$ cat config.mk
export PLATFORM = sky130hd
export DESIGN_NAME = inst_fetch_queue_flat
export DESIGN_NICKNAME = d
export VERILOG_FILES = /design/src/rtl/inst_fetch_queue_if.sv /design/src/rtl/inst_fetch_queue.sv /design/src/flat_wrapper.sv
export SDC_FILE = /design/constraint.sdc
export NUM_CORES = 1
export LEC_CHECK = 0
export ABC_AREA = 1
export CORE_ASPECT_RATIO = 0.8
export CORE_MARGIN = 2
export CORE_UTILIZATION = 25
export DETAILED_ROUTE_END_ITERATION = 7
export GPL_ROUTABILITY_DRIVEN = 0
export REMOVE_ABC_BUFFERS = 1
export SLEW_MARGIN = 0
export SYNTH_ARGS = -nofsm -noshare
export SYNTH_HDL_FRONTEND = slang
export SYNTH_SLANG_ARGS = --single-unit
$ cat constraint.sdc
create_clock -name Clk -period 10.62 [get_ports Clk]
set_input_delay 2.124 -clock Clk [delete_from_list [all_inputs] [get_ports Clk]]
set_output_delay 2.124 -clock Clk [all_outputs]
set_load 0.01 [all_outputs]
$ cat src/rtl/inst_fetch_queue_if.sv
// Fetch-to-decode handshake bundle for the instruction prefetch queue.
// Latency: none (wires only).
// Backpressure: in_ready/out_ready valid-ready pairs; flush is a synchronous redirect.
// Ports: master = fetch/decode side (drives in_*, flush, out_ready),
//        slave  = queue side (drives in_ready, out_*, count).
interface inst_fetch_queue_if #(
    parameter int PTR_W = 2
);
    logic             in_valid;
    logic             in_ready;
    logic [31:0]      in_pc;
    logic [31:0]      in_inst;
    logic             flush;
    logic             out_valid;
    logic             out_ready;
    logic [31:0]      out_pc;
    logic [31:0]      out_pc4;
    logic [31:0]      out_inst;
    logic             out_is_ctrl;
    logic [PTR_W:0]   count;

    modport master (
        output in_valid, in_pc, in_inst, flush, out_ready,
        input  in_ready, out_valid, out_pc, out_pc4, out_inst, out_is_ctrl, count
    );

    modport slave (
        input  in_valid, in_pc, in_inst, flush, out_ready,
        output in_ready, out_valid, out_pc, out_pc4, out_inst, out_is_ctrl, count
    );
endinterface

$ cat src/rtl/inst_fetch_queue.sv
// Circular {PC, instruction} prefetch FIFO between fetch and decode; flushes on redirect.
// Latency: a pushed entry is visible at the output the cycle after the push edge (no bypass).
// Backpressure: in_ready drops only when full (from registered count); NOP bubble when empty.
// Ports: Clk rising-edge clock, Clr async active-high reset, bus = inst_fetch_queue_if.slave.
// Optional feature: define FETCHQ_PREDECODE_EN to store a per-entry branch/jump tag
// (beq/bne/j/jal) driving out_is_ctrl; otherwise out_is_ctrl is tied low.
module inst_fetch_queue #(
    parameter int          DEPTH    = 4,
    parameter int          PTR_W    = 2,
    parameter logic [31:0] NOP_INST = 32'h0000_0000
) (
    input  logic                Clk,
    input  logic                Clr,
    inst_fetch_queue_if.slave   bus
);
    localparam logic [PTR_W:0] FULL_CNT = DEPTH[PTR_W:0];

    logic [31:0]      pc_mem   [DEPTH];
    logic [31:0]      inst_mem [DEPTH];
    logic [PTR_W-1:0] rd_ptr;
    logic [PTR_W-1:0] wr_ptr;
    logic [PTR_W:0]   cnt;
    logic             push;
    logic             pop;

    // Ready/valid come from registered occupancy only, so there is no
    // combinational path from out_ready back to in_ready.
    assign bus.in_ready  = (cnt != FULL_CNT);
    assign bus.out_valid = (cnt != '0);
    assign bus.count     = cnt;

    assign push = bus.in_valid  & bus.in_ready;
    assign pop  = bus.out_valid & bus.out_ready;

    // Pointer and occupancy state. flush wins over push/pop; Clr wins over all.
    // Pointers wrap naturally because DEPTH is a power of two.
    always_ff @(posedge Clk or posedge Clr) begin
        if (Clr) begin
            rd_ptr <= '0;
            wr_ptr <= '0;
            cnt    <= '0;
        end else if (bus.flush) begin
            rd_ptr <= '0;
            wr_ptr <= '0;
            cnt    <= '0;
        end else begin
            if (push) wr_ptr <= wr_ptr + 1'b1;
            if (pop)  rd_ptr <= rd_ptr + 1'b1;
            case ({push, pop})
                2'b10:   cnt <= cnt + 1'b1;
                2'b01:   cnt <= cnt - 1'b1;
                default: cnt <= cnt;
            endcase
        end
    end

    // Payload storage carries no reset; stale contents are masked by out_valid.
    always_ff @(posedge Clk) begin
        if (push && !bus.flush) begin
            pc_mem[wr_ptr]   <= bus.in_pc;
            inst_mem[wr_ptr] <= bus.in_inst;
        end
    end

    assign bus.out_pc   = bus.out_valid ? pc_mem[rd_ptr]   : 32'h0;
    assign bus.out_inst = bus.out_valid ? inst_mem[rd_ptr] : NOP_INST;
    // Empty reads as PC 0, so the +4 naturally yields 4; wraps mod 2^32.
    assign bus.out_pc4  = bus.out_pc + 32'd4;

`ifdef FETCHQ_PREDECODE_EN
    logic tag_mem [DEPTH];

    function automatic logic is_ctrl_op(input logic [5:0] op);
        return (op == 6'h04) || (op == 6'h05) || (op == 6'h02) || (op == 6'h03);
    endfunction

    always_ff @(posedge Clk) begin
        if (push && !bus.flush) begin
            tag_mem[wr_ptr] <= is_ctrl_op(bus.in_inst[31:26]);
        end
    end

    assign bus.out_is_ctrl = bus.out_valid & tag_mem[rd_ptr];
`else
    assign bus.out_is_ctrl = 1'b0;
`endif

endmodule

$ cat src/flat_wrapper.sv
// flat-port wrapper written by rule: the top's interface ports become plain ports
module inst_fetch_queue_flat 
#(
    parameter int          DEPTH    = 4,
    parameter int          PTR_W    = 2,
    parameter logic [31:0] NOP_INST = 32'h0000_0000
)
  (Clk, Clr, bus_in_valid, bus_in_pc, bus_in_inst, bus_flush, bus_out_ready, bus_in_ready, bus_out_valid, bus_out_pc, bus_out_pc4, bus_out_inst, bus_out_is_ctrl, bus_count);
  inst_fetch_queue_if #(.PTR_W(PTR_W)) bus_i ();
  input  logic Clk;
  input  logic Clr;
  input wire logic [$bits(bus_i.in_valid)-1:0] bus_in_valid;
  input wire logic [$bits(bus_i.in_pc)-1:0] bus_in_pc;
  input wire logic [$bits(bus_i.in_inst)-1:0] bus_in_inst;
  input wire logic [$bits(bus_i.flush)-1:0] bus_flush;
  input wire logic [$bits(bus_i.out_ready)-1:0] bus_out_ready;
  output wire logic [$bits(bus_i.in_ready)-1:0] bus_in_ready;
  output wire logic [$bits(bus_i.out_valid)-1:0] bus_out_valid;
  output wire logic [$bits(bus_i.out_pc)-1:0] bus_out_pc;
  output wire logic [$bits(bus_i.out_pc4)-1:0] bus_out_pc4;
  output wire logic [$bits(bus_i.out_inst)-1:0] bus_out_inst;
  output wire logic [$bits(bus_i.out_is_ctrl)-1:0] bus_out_is_ctrl;
  output wire logic [$bits(bus_i.count)-1:0] bus_count;
  assign bus_i.in_valid = bus_in_valid;
  assign bus_i.in_pc = bus_in_pc;
  assign bus_i.in_inst = bus_in_inst;
  assign bus_i.flush = bus_flush;
  assign bus_i.out_ready = bus_out_ready;
  assign bus_in_ready = bus_i.in_ready;
  assign bus_out_valid = bus_i.out_valid;
  assign bus_out_pc = bus_i.out_pc;
  assign bus_out_pc4 = bus_i.out_pc4;
  assign bus_out_inst = bus_i.out_inst;
  assign bus_out_is_ctrl = bus_i.out_is_ctrl;
  assign bus_count = bus_i.count;
  inst_fetch_queue #(.DEPTH(DEPTH), .PTR_W(PTR_W), .NOP_INST(NOP_INST)) u_core (.Clk(Clk), .Clr(Clr), .bus(bus_i));
endmodule
Word-level counts from Yosys, hierarchy flattened
Memories as Yosys holds them, arrays and structs flattened.
Cells that the tools add are included.
{ "totals": {"mem_bits_ro": 0, "n_memories": 2, "mem_bits_rw": 256, "latch_bits": 0, "reg_bits": 7, "input_bits": 69} }
{ "classes": {"add_sub_neg": 5, "n_shift": 0, "n_eq_ne": 3, "n_mux": 10, "multipliers": 0, "div": 0, "bitwise": 2, "n_lt_le_gt_ge": 0, "n_reduce_logical": 6} }
{ "memory_table": {"columns": ["memory", "words", "word_bits", "rd", "rd_ports_with_merged_regs", "write_ports", "line_no", "source"], "rows": [
  ["u_core.inst_mem", 4, 32, 1, 0, 1, "inst_fetch_queue.sv:19", "logic [31:0] inst_mem [DEPTH];"],
  ["u_core.pc_mem", 4, 32, 1, 0, 1, "inst_fetch_queue.sv:18", "logic [31:0] pc_mem [DEPTH];"]
]} }
{ "ops": {"columns": ["cell", "count"], "rows": [
  ["2-to-1 mux 32 bit", 2],
  ["adder 32 x 3 -> 32 bit (second input constant)", 1],
  ["2-to-1 mux 2 bit", 4],
  ["one-hot mux 3 bit (2 select lines)", 1],
  ["nonzero test 3 bit", 2],
  ["adder 2 x 1 -> 2 bit (second input constant)", 2],
  ["nonzero test 2 bit", 2],
  ["adder 3 x 1 -> 3 bit (second input constant)", 1],
  ["2-to-1 mux 3 bit", 1],
  ["!= test 3 bit (second input constant)", 1],
  ["subtractor 3 x 1 -> 3 bit (second input constant)", 1],
  ["bitwise AND 1 bit", 2],
  ["equality test 2 x 1 -> 1 bit (second input constant)", 1],
  ["equality test 2 bit (second input constant)", 1],
  ["2-to-1 mux 1 bit", 2],
  ["logical AND 1 bit", 1],
  ["logical NOT 1 bit", 1]
]} }

Depth between registers and ports, before layout
{ "logic_depth": {"word_depth": 5, "ltp_mapped": 16, "ltp_nobuf": 12} }

Least setup slack after synthesis
OpenSTA, ideal clock, no wires.
{ "synth_timing": {"kind": "input to register", "startpoint": "input port bus_flush", "endpoint": "memory u_core.inst_mem[0][0], enable pin", "slack_ns": 5.055, "required_time_ns": 10.134, "path_stages": 3, "t_arrival_ns": 5.079, "setup_ns": 0.486, "path_cell_list": "inv_1 > nand2_1 > nor2_1"} }
{ "synth_between": {"elab_chain_len": 4} }
{ "synth_lines": {"columns": ["item", "line_no", "source"], "rows": [
  ["start: declaration", "flat_wrapper.sv:15", "input wire logic [$bits(bus_i.flush)-1:0] bus_flush;"],
  ["logical NOT 1 bit", "inst_fetch_queue.sv:59", "if (push && !bus.flush) begin"],
  ["logical AND 1 bit", "inst_fetch_queue.sv:59", null],
  ["2-to-1 mux 1 bit", "inst_fetch_queue.sv:59", null],
  ["2-to-1 mux 1 bit (not written as such)", "inst_fetch_queue.sv:61", "inst_mem[wr_ptr] <= bus.in_inst;"],
  ["end: declaration", "inst_fetch_queue.sv:19", null]
]} }
Every way passes these cells.

Worst setup path after layout
{ "layout_timing": {"startpoint": "register u_core.rd_ptr[0]", "endpoint": "output port bus_out_pc4[20]"} }
{ "layout_between": {"elab_chain_len": 3} }
{ "layout_lines": {"columns": ["item", "line_no", "source"], "rows": [
  ["start: declaration", "inst_fetch_queue.sv:20", "logic [PTR_W-1:0] rd_ptr;"],
  ["start signal: assignment", "inst_fetch_queue.sv:48", "if (pop) rd_ptr <= rd_ptr + 1'b1;"],
  ["memory (4 x 32 bit)", null, null],
  ["2-to-1 mux 32 bit", "inst_fetch_queue.sv:65", "assign bus.out_pc = bus.out_valid ? pc_mem[rd_ptr] : 32'h0;"],
  ["adder 32 x 3 -> 32 bit", "inst_fetch_queue.sv:68", "assign bus.out_pc4 = bus.out_pc + 32'd4;"],
  ["end: declaration", "flat_wrapper.sv:20", "output wire logic [$bits(bus_i.out_pc4)-1:0] bus_out_pc4;"]
]} }
Every way passes these cells.

==> metrics.txt <==
status finished clean; global-route wire length before repair around 50000 um; # port buffers roughly 170; Inserted Diodes 0; critical-path maximum fanout 99; endpoints failing hold 0; Pre-antenna DRT Iters 5; Crit Reg-Reg Startpoint u_core.bus.count[0]$_DFFE_PP0P_; worst r2r dst u_core.pc_mem[0][19]$_DFFE_PP_; hpwl dp about 21000 um; Ys Warns 0; postcts setup bufs 0; clock latency on the worst-skew pair 550 ps; Post-route DRC 0; synthesis-stage register bit count 263; clk buf depth 3; DR WL met2 approximately 15000 um; post-cts resize count 0; Max-slew headroom 29.73%; RSZ-0062 raised after global routing no; FP Rows 71; drt wl/cell between 15 and 20 um; R2R Setup Slk 7640 ps; Max VDD drop 0.1521 mV; Via density between 4 and 5; chip height around 200 um; most frequent cells in the layout 260 x nand2_1, 256 x edfxtp_1, 203 x nor2_1, 169 x clkdlybuf4s50_1, 79 x nand3_1; switching part of the total a little under two fifths; Mapped Avg Cell Area around 10 um^2; register area share after synthesis 66.04%; share of layout cells above drive strength 1 under 10%; Fillers about 4700; Initial Util between 20 and 30%; max-cap viol count 0; Final Skew roughly 12 ps; die area 49390 um^2; synthesized netlist cell count approximately 1100; top routing layer in use met5; core region area approximately 47000 um^2; Power Total a little under 0.004 W; critical path class reg -> out; CTS sink cnt ~260; Final Cycle Share approximately 63%; total gr overflow 0; Worst setup EP type output port; CP Data Arrival Time around 4500 ps; Detailed Route Iter0 Violations 663; ANT nets after route 0; Cells after DPL ~1900; final setup fails 0; number of global-route vias before repair roughly 8100; Critical Path Source Type flip-flop; hold_sp u_core.wr_ptr[0]$_DFFE_PP0P_; DRT Wirelength ~33000 um; pin count of the biggest net entering global routing 100; Nets 1365; WP data required 8500 ps; clock root buffer master clkbuf_16; metal1 wirelength about 15000 um; met3 WL post-DR roughly 2500 um; setup TNS 0 ps; hold buffer count at CTS 0; Clk pwr share 25.0%; H-tree lvl count 1; hold crit path type reg -> reg; GRT Resource Usage Total approximately an eighth; I/O pins ~170; hold endpoint u_core.wr_ptr[0]$_DFFE_PP0P_; Syn-to-layout area delta 26.68%; Seq pwr share around a third; post-synthesis cell type count 29; cts bufs inserted 28; Tmin final roughly 6600 ps; Worst-path clk slew about 60 ps; initial antenna violation count 2; Comb pwr share approximately 43%; commonest non-fill, non-tap cell in the layout nand2_1; hold path depth 1; measured slew at the worst slew-check pin about 1100 ps; Pint approximately 0.0025 W; worst r2r path cells 7; Synth Cell Area between 10000 and 15000 um^2; Max Clk Rate 0.1506 GHz; Non-Filler Instances approximately 1900; Slew Viols, Final 0; vias between 8000 and 9000; pwr/cell area between 200 and 300 nW/um^2; TritonCTS clock tree yes; Pleak approximately 5.4 nW; NetSw ~0.0015 W; Die Wd approximately 250 um
-- layer usage --
layer	vias to the layer above	track usage [%]
li1	4107	-
met1	4087	18.79
met2	277	20.74
met3	45	3.398
met4	4	2.262
met5	-	0
-- Yosys cell counts, drive strengths merged --
| library cell | number | area (um^2) |
|---|---|---|
| nand4 | 6 | 37.54 |
| inv | 77 | 291.5 |
| dfrtp | 7 | 175.2 |
| nand3 | 87 | 490.5 |
| xor2 | 14 | 122.6 |
| a21oi | 40 | 200.2 |
| nor2 | 233 | 1005 |
| edfxtp | 256 | 7687 |
| fa | 1 | 20.02 |
| xnor2 | 2 | 17.52 |
| ha | 5 | 62.56 |
| conb | 1 | 3.750 |
| nand2 | 275 | 1070 |
| clkbuf | 13 | 48.80 |
| buf | 41 | 287.8 |
| o21ai | 77 | 385.4 |
-- state kept, by name (all words and copies together) (netlist names) --
register	flops
u_core.inst_mem	128
u_core.bus.count	3
u_core.pc_mem	128
u_core.wr_ptr	2
u_core.rd_ptr	2
-- area by class of cell --
class | instances | area (um^2) | area share [%]
flip-flops and latches | 263 | 7870 | 52.18
multi-input cells | 741 | 3445 | 22.84
repair buffers | 179 | 1767 | 11.71
well taps | 620 | 775.7 | 5.144
clock buffers | 34 | 744.5 | 4.936
inverters | 77 | 291.5 | 1.933
clock inverters | 18 | 188.9 | 1.253
-- logic make-up (layout without fill, tap and decap cells) --
kind of cell / count (synthesis) / after routing / share of synthesized area [%]
xor gates and xnor gates: 16 / 16 / 1.177
and+or+nand+nor: 601 / 601 / 21.86
DFF: 263 / 263 / 66.04
AOI/OAI and AO/OA: 117 / 117 / 4.919
buffers and inverters: 131 / 308 / 5.276
adders and majority gates: 6 / 6 / 0.6936
other: 1 / 1 / 0.03150
-- how the worst max path moves through the flow --
stage / startpoint / end / slack, ps
after floorplan: u_core.rd_ptr[0]$_DFFE_PP0P_ / bus_out_pc4[18] / 3820
after global placement: u_core.rd_ptr[0]$_DFFE_PP0P_ / bus_out_pc4[20] / 4570
after detailed placement: u_core.rd_ptr[0]$_DFFE_PP0P_ / bus_out_pc4[20] / 4500
after CTS: u_core.rd_ptr[0]$_DFFE_PP0P_ / bus_out_pc4[20] / 3900
after global routing: u_core.rd_ptr[0]$_DFFE_PP0P_ / bus_out_pc4[20] / 3580
final: u_core.rd_ptr[0]$_DFFE_PP0P_ / bus_out_pc4[20] / 3980
-- power groups by stage --
stage | Sequential [W] | Clock [W] | Combinational [W]
after floorplan | 0.00129 | 0 | 0.000821
after global placement | 0.00128 | 0 | 0.00173
after detailed placement | 0.00128 | 0 | 0.00173
after CTS | 0.00126 | 0.00102 | 0.00174
after global routing | 0.00127 | 0.00107 | 0.00188
final | 0.00126 | 0.000997 | 0.00172
-- worst max-delay path, stage by stage (launching register included) --
cell	delay, ps
dfrtp_4	740
inv_4	330
buf_4	770
nand2_1	100
nand3_1	110
nand2_1	90
nor2_4	170
ha_1	280
nand3_4	140
nor2_4	180
nand2_1	150
nor2_1	110
nand2_1	50
nand2_1	60
clkdlybuf4s50_1	540
-- through the flow --
step / cell area (um^2) / hold WS [ps] / setup slack [ps] / utilization [%]
2_1_floorplan: 11570 / 492.3 / 3816 / -
3_3_place_gp: 14150 / 519.1 / 4565 / 30.11
3_5_place_dp: 14150 / 567.0 / 4498 / 30.11
4_1_cts: 15080 / 580.3 / 3897 / 32.09
5_1_grt: 15080 / 609.8 / 3578 / 32.09
6_report: 15080 / 582.9 / 3979 / 32.09
(Power assumes the default switching activity.)
